File: config.mk
export PLATFORM = sky130hd
export DESIGN_NAME = dense_layer
export DESIGN_NICKNAME = d
export VERILOG_FILES = /design/src/rtl/dense_layer.sv
export SDC_FILE = /design/constraint.sdc
export NUM_CORES = 1
export LEC_CHECK = 0
export BUFFER_PORTS_ARGS = -buffer_cell sky130_fd_sc_hd__buf_2
export CORE_AREA = 2 2 300 228
export CTS_CLUSTER_DIAMETER = 100
export DETAILED_ROUTE_END_ITERATION = 8
export DIE_AREA = 0 0 302 230
export HOLD_SLACK_MARGIN = 0.02
export PLACE_DENSITY = 0.63
export RECOVER_POWER = 100
export REMOVE_ABC_BUFFERS = 1
export SYNTH_ARGS = -nofsm -noshare
export SYNTH_HDL_FRONTEND = slang
export SYNTH_SLANG_ARGS = --single-unit
File: constraint.sdc
create_clock -name clk -period 10 [get_ports clk]
set_input_delay 1.5 -clock clk [delete_from_list [all_inputs] [get_ports clk]]
set_output_delay 1.5 -clock clk [all_outputs]
set_load 0.05 [all_outputs]
File: src/rtl/dense_layer.sv
// dense_layer: fixed-point fully connected layer, one MAC per cycle, streamed inputs and results.
// Weights/biases live in an unreset register file written while idle.
module dense_layer #(
    parameter int N = 16,
    parameter int Q = 8,
    parameter int NUM_INPUTS = 4,
    parameter int NUM_OUTPUTS = 4,
    localparam int AW = $clog2(NUM_OUTPUTS * (NUM_INPUTS + 1)),
    localparam int OW = NUM_OUTPUTS > 1 ? $clog2(NUM_OUTPUTS) : 1
) (
    input  logic          clk,
    input  logic          reset,
    input  logic          cfg_we,
    input  logic [AW-1:0] cfg_addr,
    input  logic [N-1:0]  cfg_data,
    input  logic          relu_en,
    input  logic          start,
    input  logic          in_valid,
    input  logic [N-1:0]  in_data,
    output logic          in_ready,
    output logic          out_valid,
    output logic [N-1:0]  out_data,
    output logic [OW-1:0] out_idx,
    input  logic          out_ready,
    output logic          busy,
    output logic          done
);
    localparam int DEPTH = NUM_OUTPUTS * (NUM_INPUTS + 1);
    localparam int IW = NUM_INPUTS > 1 ? $clog2(NUM_INPUTS) : 1;
    localparam int ACC_W = 2 * N + $clog2(NUM_INPUTS) + 1;
    localparam logic [AW:0] DEPTH_W = (AW + 1)'(DEPTH);
    localparam logic [IW-1:0] I_LAST = IW'(NUM_INPUTS - 1);
    localparam logic [OW-1:0] O_LAST = OW'(NUM_OUTPUTS - 1);
    localparam logic [AW-1:0] B_BASE = AW'(NUM_OUTPUTS * NUM_INPUTS);
    localparam logic signed [ACC_W-1:0] MAX_V = {{(ACC_W - N + 1){1'b0}}, {(N - 1){1'b1}}};
    localparam logic signed [ACC_W-1:0] MIN_V = ~MAX_V;

    typedef enum logic [2:0] {IDLE, LOAD, MAC, FIN, OUT, DONE} state_t;
    state_t state, state_n;

    logic signed [N-1:0] mem [DEPTH];
    logic signed [N-1:0] xbuf [NUM_INPUTS];
    logic [IW-1:0] idx;
    logic [OW-1:0] o;
    logic relu;
    logic [AW-1:0] waddr;
    logic signed [N-1:0] w, x, b, r;
    logic signed [2*N-1:0] prod;
    logic signed [ACC_W-1:0] acc, prod_ext, b_ext, sum, shr;
    logic [N-1:0] res;

    assign in_ready  = state == LOAD;
    assign out_valid = state == OUT;
    assign busy      = state != IDLE;
    assign done      = state == DONE;

    assign waddr    = AW'(o) * AW'(NUM_INPUTS) + AW'(idx);
    assign w        = mem[waddr];
    assign x        = xbuf[idx];
    assign b        = mem[B_BASE + AW'(o)];
    // Low 2N bits of the sign-extended product equal the exact signed product.
    assign prod     = {{N{x[N-1]}}, x} * {{N{w[N-1]}}, w};
    assign prod_ext = {{(ACC_W - 2 * N){prod[2*N-1]}}, prod};
    assign b_ext    = {{(ACC_W - N){b[N-1]}}, b};
    assign sum      = acc + (b_ext <<< Q);
    assign shr      = sum >>> Q;
    assign r        = shr > MAX_V ? MAX_V[N-1:0] : shr < MIN_V ? MIN_V[N-1:0] : shr[N-1:0];
    assign res      = (relu && r[N-1]) ? '0 : r;

    always_comb begin
        state_n = state;
        case (state)
            IDLE: if (start) state_n = LOAD;
            LOAD: if (in_valid && idx == I_LAST) state_n = MAC;
            MAC:  if (idx == I_LAST) state_n = FIN;
            FIN:  state_n = OUT;
            OUT:  if (out_ready) state_n = (o == O_LAST) ? DONE : MAC;
            DONE: state_n = IDLE;
            default: state_n = IDLE;
        endcase
    end

    always_ff @(posedge clk or negedge reset) begin
        if (!reset) begin
            state    <= IDLE;
            idx      <= '0;
            o        <= '0;
            acc      <= '0;
            relu     <= 1'b0;
            out_data <= '0;
            out_idx  <= '0;
        end else begin
            state <= state_n;
            if (state == IDLE && start) relu <= relu_en;
            if ((state == LOAD && in_valid) || state == MAC) idx <= (idx == I_LAST) ? '0 : idx + 1'b1;
            if (state == MAC) acc <= acc + prod_ext;
            else if (state_n == MAC) acc <= '0;
            if (state == LOAD) o <= '0;
            else if (state == OUT && out_ready && o != O_LAST) o <= o + 1'b1;
            if (state == FIN) begin
                out_data <= res;
                out_idx  <= o;
            end
        end
    end

    always_ff @(posedge clk) begin
        if (state == IDLE && cfg_we && {1'b0, cfg_addr} < DEPTH_W) mem[cfg_addr] <= cfg_data;
        if (state == LOAD && in_valid) xbuf[idx] <= in_data;
    end
endmodule

# [Yosys cells after proc, flatten, opt, wreduce, memory -nomap -nowiden]
# Memories as Yosys holds them, arrays and structs flattened.
# Index checks and enable logic that the tools add are counted.
[word_totals] register_bits=61 mem_bits_rw=384 inputBits=44 word_cells=59 mem_count=2
[op_classes] add_sub_neg=6 multipliers=1 order_cmp=3 n_eq_ne=9 mux=18 reduce_logical=13
[memory_table] memory="mem" words=20 word_bits=16 read_ports=2 rd_clocked_by_memory_dff=0 wr=1 line_no="41" text="logic signed [N-1:0] mem [DEPTH];"
[memory_table] memory="xbuf" words=4 word_bits=16 read_ports=1 rd_clocked_by_memory_dff=0 wr=1 line_no="42" text="logic signed [N-1:0] xbuf [NUM_INPUTS];"
[ops] cell="35-bit two-way mux" n=2
[ops] cell="16-bit two-way mux" n=3
[ops] cell="35-bit by 24-bit adder with 35-bit output" n=1
[ops] cell="35-bit by 32-bit adder with 35-bit output" n=1
[ops] cell="16-bit by 16-bit multiplier with 32-bit output" n=1
[ops] cell="27-bit by 16-bit > comparator with 1-bit output, second input constant" n=1
[ops] cell="27-bit by 16-bit less-than comparator with 1-bit output, second input constant" n=1
[ops] cell="3-bit two-way mux" n=5
[ops] cell="3-bit one-hot mux with 5 select lines" n=1
[ops] cell="3-bit by 2-bit equality test with 1-bit output, second input constant" n=3
[ops] cell="1-bit logical AND" n=8
[ops] cell="3-bit equality test, second input constant" n=2
[ops] cell="2-bit two-way mux" n=3
[ops] cell="4-bit by 2-bit adder with 5-bit output" n=1
[ops] cell="5-bit by 2-bit adder with 5-bit output, first input constant" n=1
[ops] cell="5-bit less-than comparator, second input constant" n=1
[ops] cell="2-bit by 1-bit adder with 2-bit output, second input constant" n=2
[ops] cell="2-bit equality test, second input constant" n=2
[ops] cell="1-bit two-way mux" n=4
[ops] cell="2-bit nonzero test" n=2
[ops] cell="3-bit by 1-bit equality test with 1-bit output, second input constant" n=1
[ops] cell="3-bit zero test" n=1
[ops] cell="3-bit nonzero test" n=1
[ops] cell="2-bit inequality test, second input constant" n=1
[ops] cell="1-bit logical OR" n=1

# [Logic depth before layout (Yosys ltp)]
# Gate-level depths: netlist (run 1).
# An unclocked memory read counts as a cell.
[depth] ltp_word=8 depth_mapped=32

# [Least setup slack after synthesis (run 1)]
# OpenSTA, ideal clock, no wires.
[synth_timing] path_kind="flip-flop to flip-flop" from="register idx[0]" to="register acc[30]" setup_ns=0.134 arrival_ns=8.042 required_time_ns=9.866 slack_ns=1.824 stages_incl_launch_ff=29 n_path_buf=3 period_less_slack_ns=8.176 path_cell_list="dfrtp_1 buf_1 buf_1 mux4_2 mux2_2 o21ai_0 clkbuf_1 nor2_1 fa_1 inv_1 fa_1 fa_1 inv_1 fa_1 fa_1 inv_1 fa_1 inv_1 ha_1 a211oi_1 o21bai_1 a211oi_1 o21ai_0 a31o_2 a311oi_1 o21bai_1 a21oi_1 xor2_1 o21ai_0"
[synth_between] elab_chain_cells=6
[synth_lines] item="start: declaration" line_no="43" text="logic [IW-1:0] idx;"
[synth_lines] item="start signal: assignment" line_no="95" text="if ((state == LOAD && in_valid) || state == MAC) idx <= (idx == I_LAST) ? '0 : idx + 1'b1;"
[synth_lines] item="parallel branches: the longest is 6 deep, another holds 35-bit by 32-bit adder with 35-bit output"
[synth_lines] item="end signal: assignment" line_no="96" text="if (state == MAC) acc <= acc + prod_ext;"
[synth_lines] item="end: declaration" line_no="49" text="logic signed [ACC_W-1:0] acc, prod_ext, b_ext, sum, shr;"
# Several ways; the timed one is not identified.
# A chain may end at the register's enable or synchronous reset.

# [Worst setup path after layout (run 1)]
[layout_timing] from="register idx[0]" to="register acc[34]"
# The elaborated chain is that of the path after synthesis.

==> flow_summary.ini, run 1 <==
[sta]
skew_ns = 0.0265
setup_viol_count_final = 0
worst_pin_slew_ns = 3.80
slew_violations = 157
fin_crit_ns = 9.09
slew_headroom_pct = -153
max_freq_mhz = 110
tns_ns = 0
fin_crit_sh_pct = 90.9
hold_viol_final = 0
grt_setup_unrepaired = no

[placement]
dpl_cell_area_sq_um = 31400
post-place-cells = 3242
gp_congestion = 0.888
dp_hpwl_microns = 54900
portBuffers = 65

[cells_and_area]
diodes = 0
num-nets-final = 2898
seq_area_sq_um = 13100
multi_input_area_sq_um = 15000
final_cells = 3327
design_area_sq_um = 32700
area_growth_syn_to_layout_pct = 9.82
final_util_pct = 49.2
drive_above_1_share_pct = 9.61
fillers = 5693

[synth]
ys_seq_elements = 445
synth_edf_count = 384
seq_area_frac_synth_pct = 43.9
ys_types = 76
async_flop_share_pct = 13.7
avgSynthCellArea_sq_um = 12.9
synth_ff_type = edfxtp_1
yosysWarnings = 0
netlist_area_sq_um = 29800
syn-instance-count = 2312

[floorplanning]
rows = 82
die-height_microns = 230
start_util_pct = 44.8
die_x_microns = 302
ios = 66
core_area_sq_um = 66400
die_area_sq_um = 69500

[critical_path]
cp-start-kind = flip-flop
slowest_stage = dfrtp_4
critPathMaxFanout = 47
max_stage_delay_ns = 1.05
required_ns = 10.47
end_kind = flip-flop
worstPathArrival_ns = 9.56
crit_type = flip-flop to flip-flop
r2r_cells = 25

[drt]
antenna_left = 0
drc = 0
wl_per_cell_microns = 22.0
via_per_inst = 5.48
drt_iter0_drc = 1588
num_vias = 18200
first_pass_iters = 5
wirelength_microns = 73300

[worst_hold_path]
hp-class = flip-flop to flip-flop
hold_path_depth = 1

[grt]
grt_pass1_vias = 19100
grt_max_degree = 62
gr-usage-all-layers_pct = 21.9
globalRouteOverflowTotal = 0
antenna_found_initial = 2
grt_pass1_wl_microns = 114000

[run_status]
status = finished with violations
violations = max-capacitance violations, max-slew violations

[clock_network]
postCtsHoldBufs = 0
cts_tree = yes
root_buffer = clkbuf_16
cts_buffer_depth = 3
clkSinkCount = 445
cts_resized = 0
htreeDepth = 2
clk_pin_slew_ns = 0.07
clkLatencyLatePin_ns = 0.60
cts_setup_buffers = 0
cts_buffers = 46

[job]
cap_viol_max_count = 6
[logic make-up (layout without fill, tap and decap cells)]
family          after synthesis  after routing  synth area share (%)
compound gates              278            278                  6.30
buf+inv                     456            589                  5.80
flops                       445            445                  43.9
mux                         145            145                  8.65
fa+ha+maj                   446            446                  26.6
simple gates                492            492                  7.31
xor+xnor                     50             50                  1.47
[layout make-up]
| class | count | area share (%) |
|---|---|---|
| clock buffer | 66 | 3.85 |
| clock inverter | 19 | 0.846 |
| tap | 882 | 3.38 |
| timing repair buffer | 119 | 1.74 |
| inverter | 385 | 4.42 |
| multi-input combinational | 1411 | 45.8 |
| sequential | 445 | 40.0 |
[cells in the final DEF (no fill, tap or decap), types with 46 or more instances in the layout]
master | synthesis | final
a21oi_1 | 49 | 50
nand2_1 | 181 | 181
fa_1 | 311 | 311
mux4_2 | 87 | 87
dfrtp_1 | 61 | 58
edfxtp_1 | 384 | 384
clkbuf_1 | 40 | 98
o21ai_0 | 47 | 46
inv_1 | 384 | 384
clkbuf_16 | 0 | 47
ha_1 | 135 | 135
nor2_1 | 181 | 181
[cells in the mapped netlist (30+ instances only)]
| library cell | instances | area, sq um |
|---|---|---|
| a21o_1 | 30 | 225 |
| a21oi_1 | 49 | 245 |
| clkbuf_1 | 40 | 150 |
| dfrtp_1 | 61 | 1530 |
| edfxtp_1 | 384 | 11500 |
| fa_1 | 311 | 6230 |
| ha_1 | 135 | 1690 |
| inv_1 | 384 | 1440 |
| mux4_2 | 87 | 1960 |
| nand2_1 | 181 | 679 |
| nor2_1 | 181 | 679 |
| o21ai_0 | 47 | 235 |
| o21ai_1 | 33 | 165 |
| xnor2_1 | 32 | 280 |
[worst max-delay path, delay by kind of cell, from the launching register on]
family | cells | cell delay (ns)
compound gates | 10 | 3.81
xor+xnor | 1 | 0.14
fa+ha+maj | 6 | 2.40
buf+inv | 5 | 0.54
flops | 1 | 1.05
mux | 2 | 0.87
simple gates | 1 | 0.08
[flip-flops by register name (all words and copies together) (netlist names)]
name      flops
mem         320
xbuf         64
acc          35
out_data     16
state         3
idx           2
o             2
out_idx       2
relu          1
[metal layers]
layer / vias up / wire length [microns] / track usage [%]
met5: - / 19 / 0
met3: 80 / 6980 / 5.84
li1: 8101 / - / -
met2: 714 / 30600 / 30.8
met1: 9326 / 34700 / 34.2
met4: 4 / 967 / 3.84
[final timing paths]
| path | from | to | slack (ns) |
|---|---|---|---|
| min in group asynchronous | reset | acc[6] | 2.30 |
| max in group asynchronous | reset | idx[1] | 5.01 |
| worst max register to register | idx[0] | acc[34] | 0.91 |
| worst min register to register | relu | out_data[15] | 0.51 |
| worst max-delay path | idx[0] | acc[34] | 0.91 |
| worst min-delay path | relu | out_data[15] | 0.51 |
[per-stage QoR]
stage	hold WS [ns]	setup slack [ns]
after global placement	0.489	1.57
after CTS	0.514	1.42
after detailed placement	0.498	1.50
after floorplan	0.440	-0.548
after global routing	0.524	0.469
final	0.505	0.908
Power of run 1 is left out: the tool's default activity adds up to more than one toggle a clock period on the data nets, which glitch-free logic cannot reach.
==> run 2: changes to the inputs <==
ABC_AREA = 0   (was default)
CELL_PAD_IN_SITES_DETAIL_PLACEMENT = 0   (was default)
CELL_PAD_IN_SITES_GLOBAL_PLACEMENT = 2   (was default)
GPL_TIMING_DRIVEN = 0   (was default)
PLACE_DENSITY = 0.83   (was 0.63)
==> flow_summary.ini, run 2 (synthesized netlist as in run 1, its figures left out) <==
[critical_path]
r2r_cells = 30
r2r_end = acc[33]
worstPathArrival_ns = 9.75
worstReg2RegStart = idx[0]
cp-start-kind = flip-flop
required_ns = 10.48
crit_type = flip-flop to flip-flop
critPathMaxFanout = 46
r2r_setup_slack_ns = 0.73
end_kind = flip-flop
max_stage_delay_ns = 0.77
slowest_stage = dfrtp_4

[drt]
wl_per_cell_microns = 21.6
via_per_inst = 5.45
wirelength_microns = 71600
num_vias = 18100
antenna_left = 0
first_pass_iters = 6
drc = 0
drt_iter0_drc = 1577

[worst_hold_path]
min_from = acc[0]
min_to = acc[0]
hp-class = flip-flop to flip-flop
hold_path_depth = 1

[cells_and_area]
final_util_pct = 49.4
mostFrequentLayoutCells = 384 x inv_1, 384 x edfxtp_1, 311 x fa_1
final_cells = 3312
top_regs = mem (320), xbuf (64), acc (35)
area_growth_syn_to_layout_pct = 10.2
fillers = 5718
largest_reg_flops = 320
regMostFlops = mem
drive_above_1_share_pct = 9.80
design_area_sq_um = 32800
num-nets-final = 2882

[sta]
slew_violations = 157
hold_viol_final = 0
fin_crit_sh_pct = 92.7
fin_crit_ns = 9.27
grt_setup_unrepaired = no
skew_ns = 0.0338
max_freq_mhz = 108
worst_pin_slew_ns = 3.87
slew_headroom_pct = -158
setup_viol_count_final = 0
tns_ns = 0

[grt]
antenna_found_initial = 0
globalRouteOverflowTotal = 0
gr-usage-all-layers_pct = 21.6
grt_max_degree = 62
grt_pass1_vias = 18900
grt_pass1_wl_microns = 114000

[clock_network]
clkSinkCount = 445
clk_pin_slew_ns = 0.06
htreeDepth = 2
cts_buffer_depth = 3
cts_resized = 0
cts_buffers = 45
root_buffer = clkbuf_16
cts_setup_buffers = 0
postCtsHoldBufs = 0
clkLatencyLatePin_ns = 0.60
cts_tree = yes

[floorplanning]
start_util_pct = 44.8
die_area_sq_um = 69500
ios = 66
core_area_sq_um = 66400
die-height_microns = 230
rows = 82
die_x_microns = 302

[placement]
dpl_cell_area_sq_um = 31700
gp_congestion = 0.831
dp_hpwl_microns = 54700
post-place-cells = 3227
portBuffers = 65

[job]
cap_viol_max_count = 8

[run_status]
status = finished with violations
violations = max-capacitance violations, max-slew violations
run 2: how the worst max path moves through the flow:
stage	cells after the start	startpoint	to	slack [ns]
after detailed placement	30	idx[0]	acc[33]	0.71
after global placement	27	idx[0]	acc[33]	-4.42
after CTS	30	idx[0]	acc[33]	0.64
after floorplan	27	idx[0]	acc[33]	-0.55
final	30	idx[0]	acc[33]	0.73
after global routing	30	idx[0]	acc[33]	0.12
run 2: layer usage:
layer	up-vias	global-route usage [%]	part of all wire (%)
li1	8070	-	-
met1	9329	34.7	50
met2	601	30.8	42
met3	64	3.75	6.8
met4	2	4.24	1.3
met5	-	0.280	0.035
run 2: per-stage QoR:
step	setup WS, ns	hold slack, ns
after global routing	0.118	0.528
after floorplan	-0.548	0.440
final	0.733	0.509
after CTS	0.645	0.515
after detailed placement	0.707	0.493
after global placement	-4.42	0.493
run 2: final cells by class:
class / instances / area [sq um] / area share (%)
clock inverters: 33 / 368 / 1.12
well taps: 882 / 1100 / 3.37
clock buffers: 51 / 1150 / 3.50
repair buffers: 104 / 658 / 2.01
inverters: 385 / 1450 / 4.41
multi-input cells: 1411 / 15000 / 45.7
flip-flops and latches: 445 / 13100 / 39.9
diodes: 1 / 2.50 / 0.00763
run 2: worst max-delay path: cells and delay by family, from the launching register on:
kind            cells  cell delay [ns]
simple gates        4             0.48
mux                 3             1.02
compound gates      7             2.14
fa+ha+maj           7             3.14
buf+inv             9             1.50
flops               1             0.77
Power of run 2 is left out for the same reason.
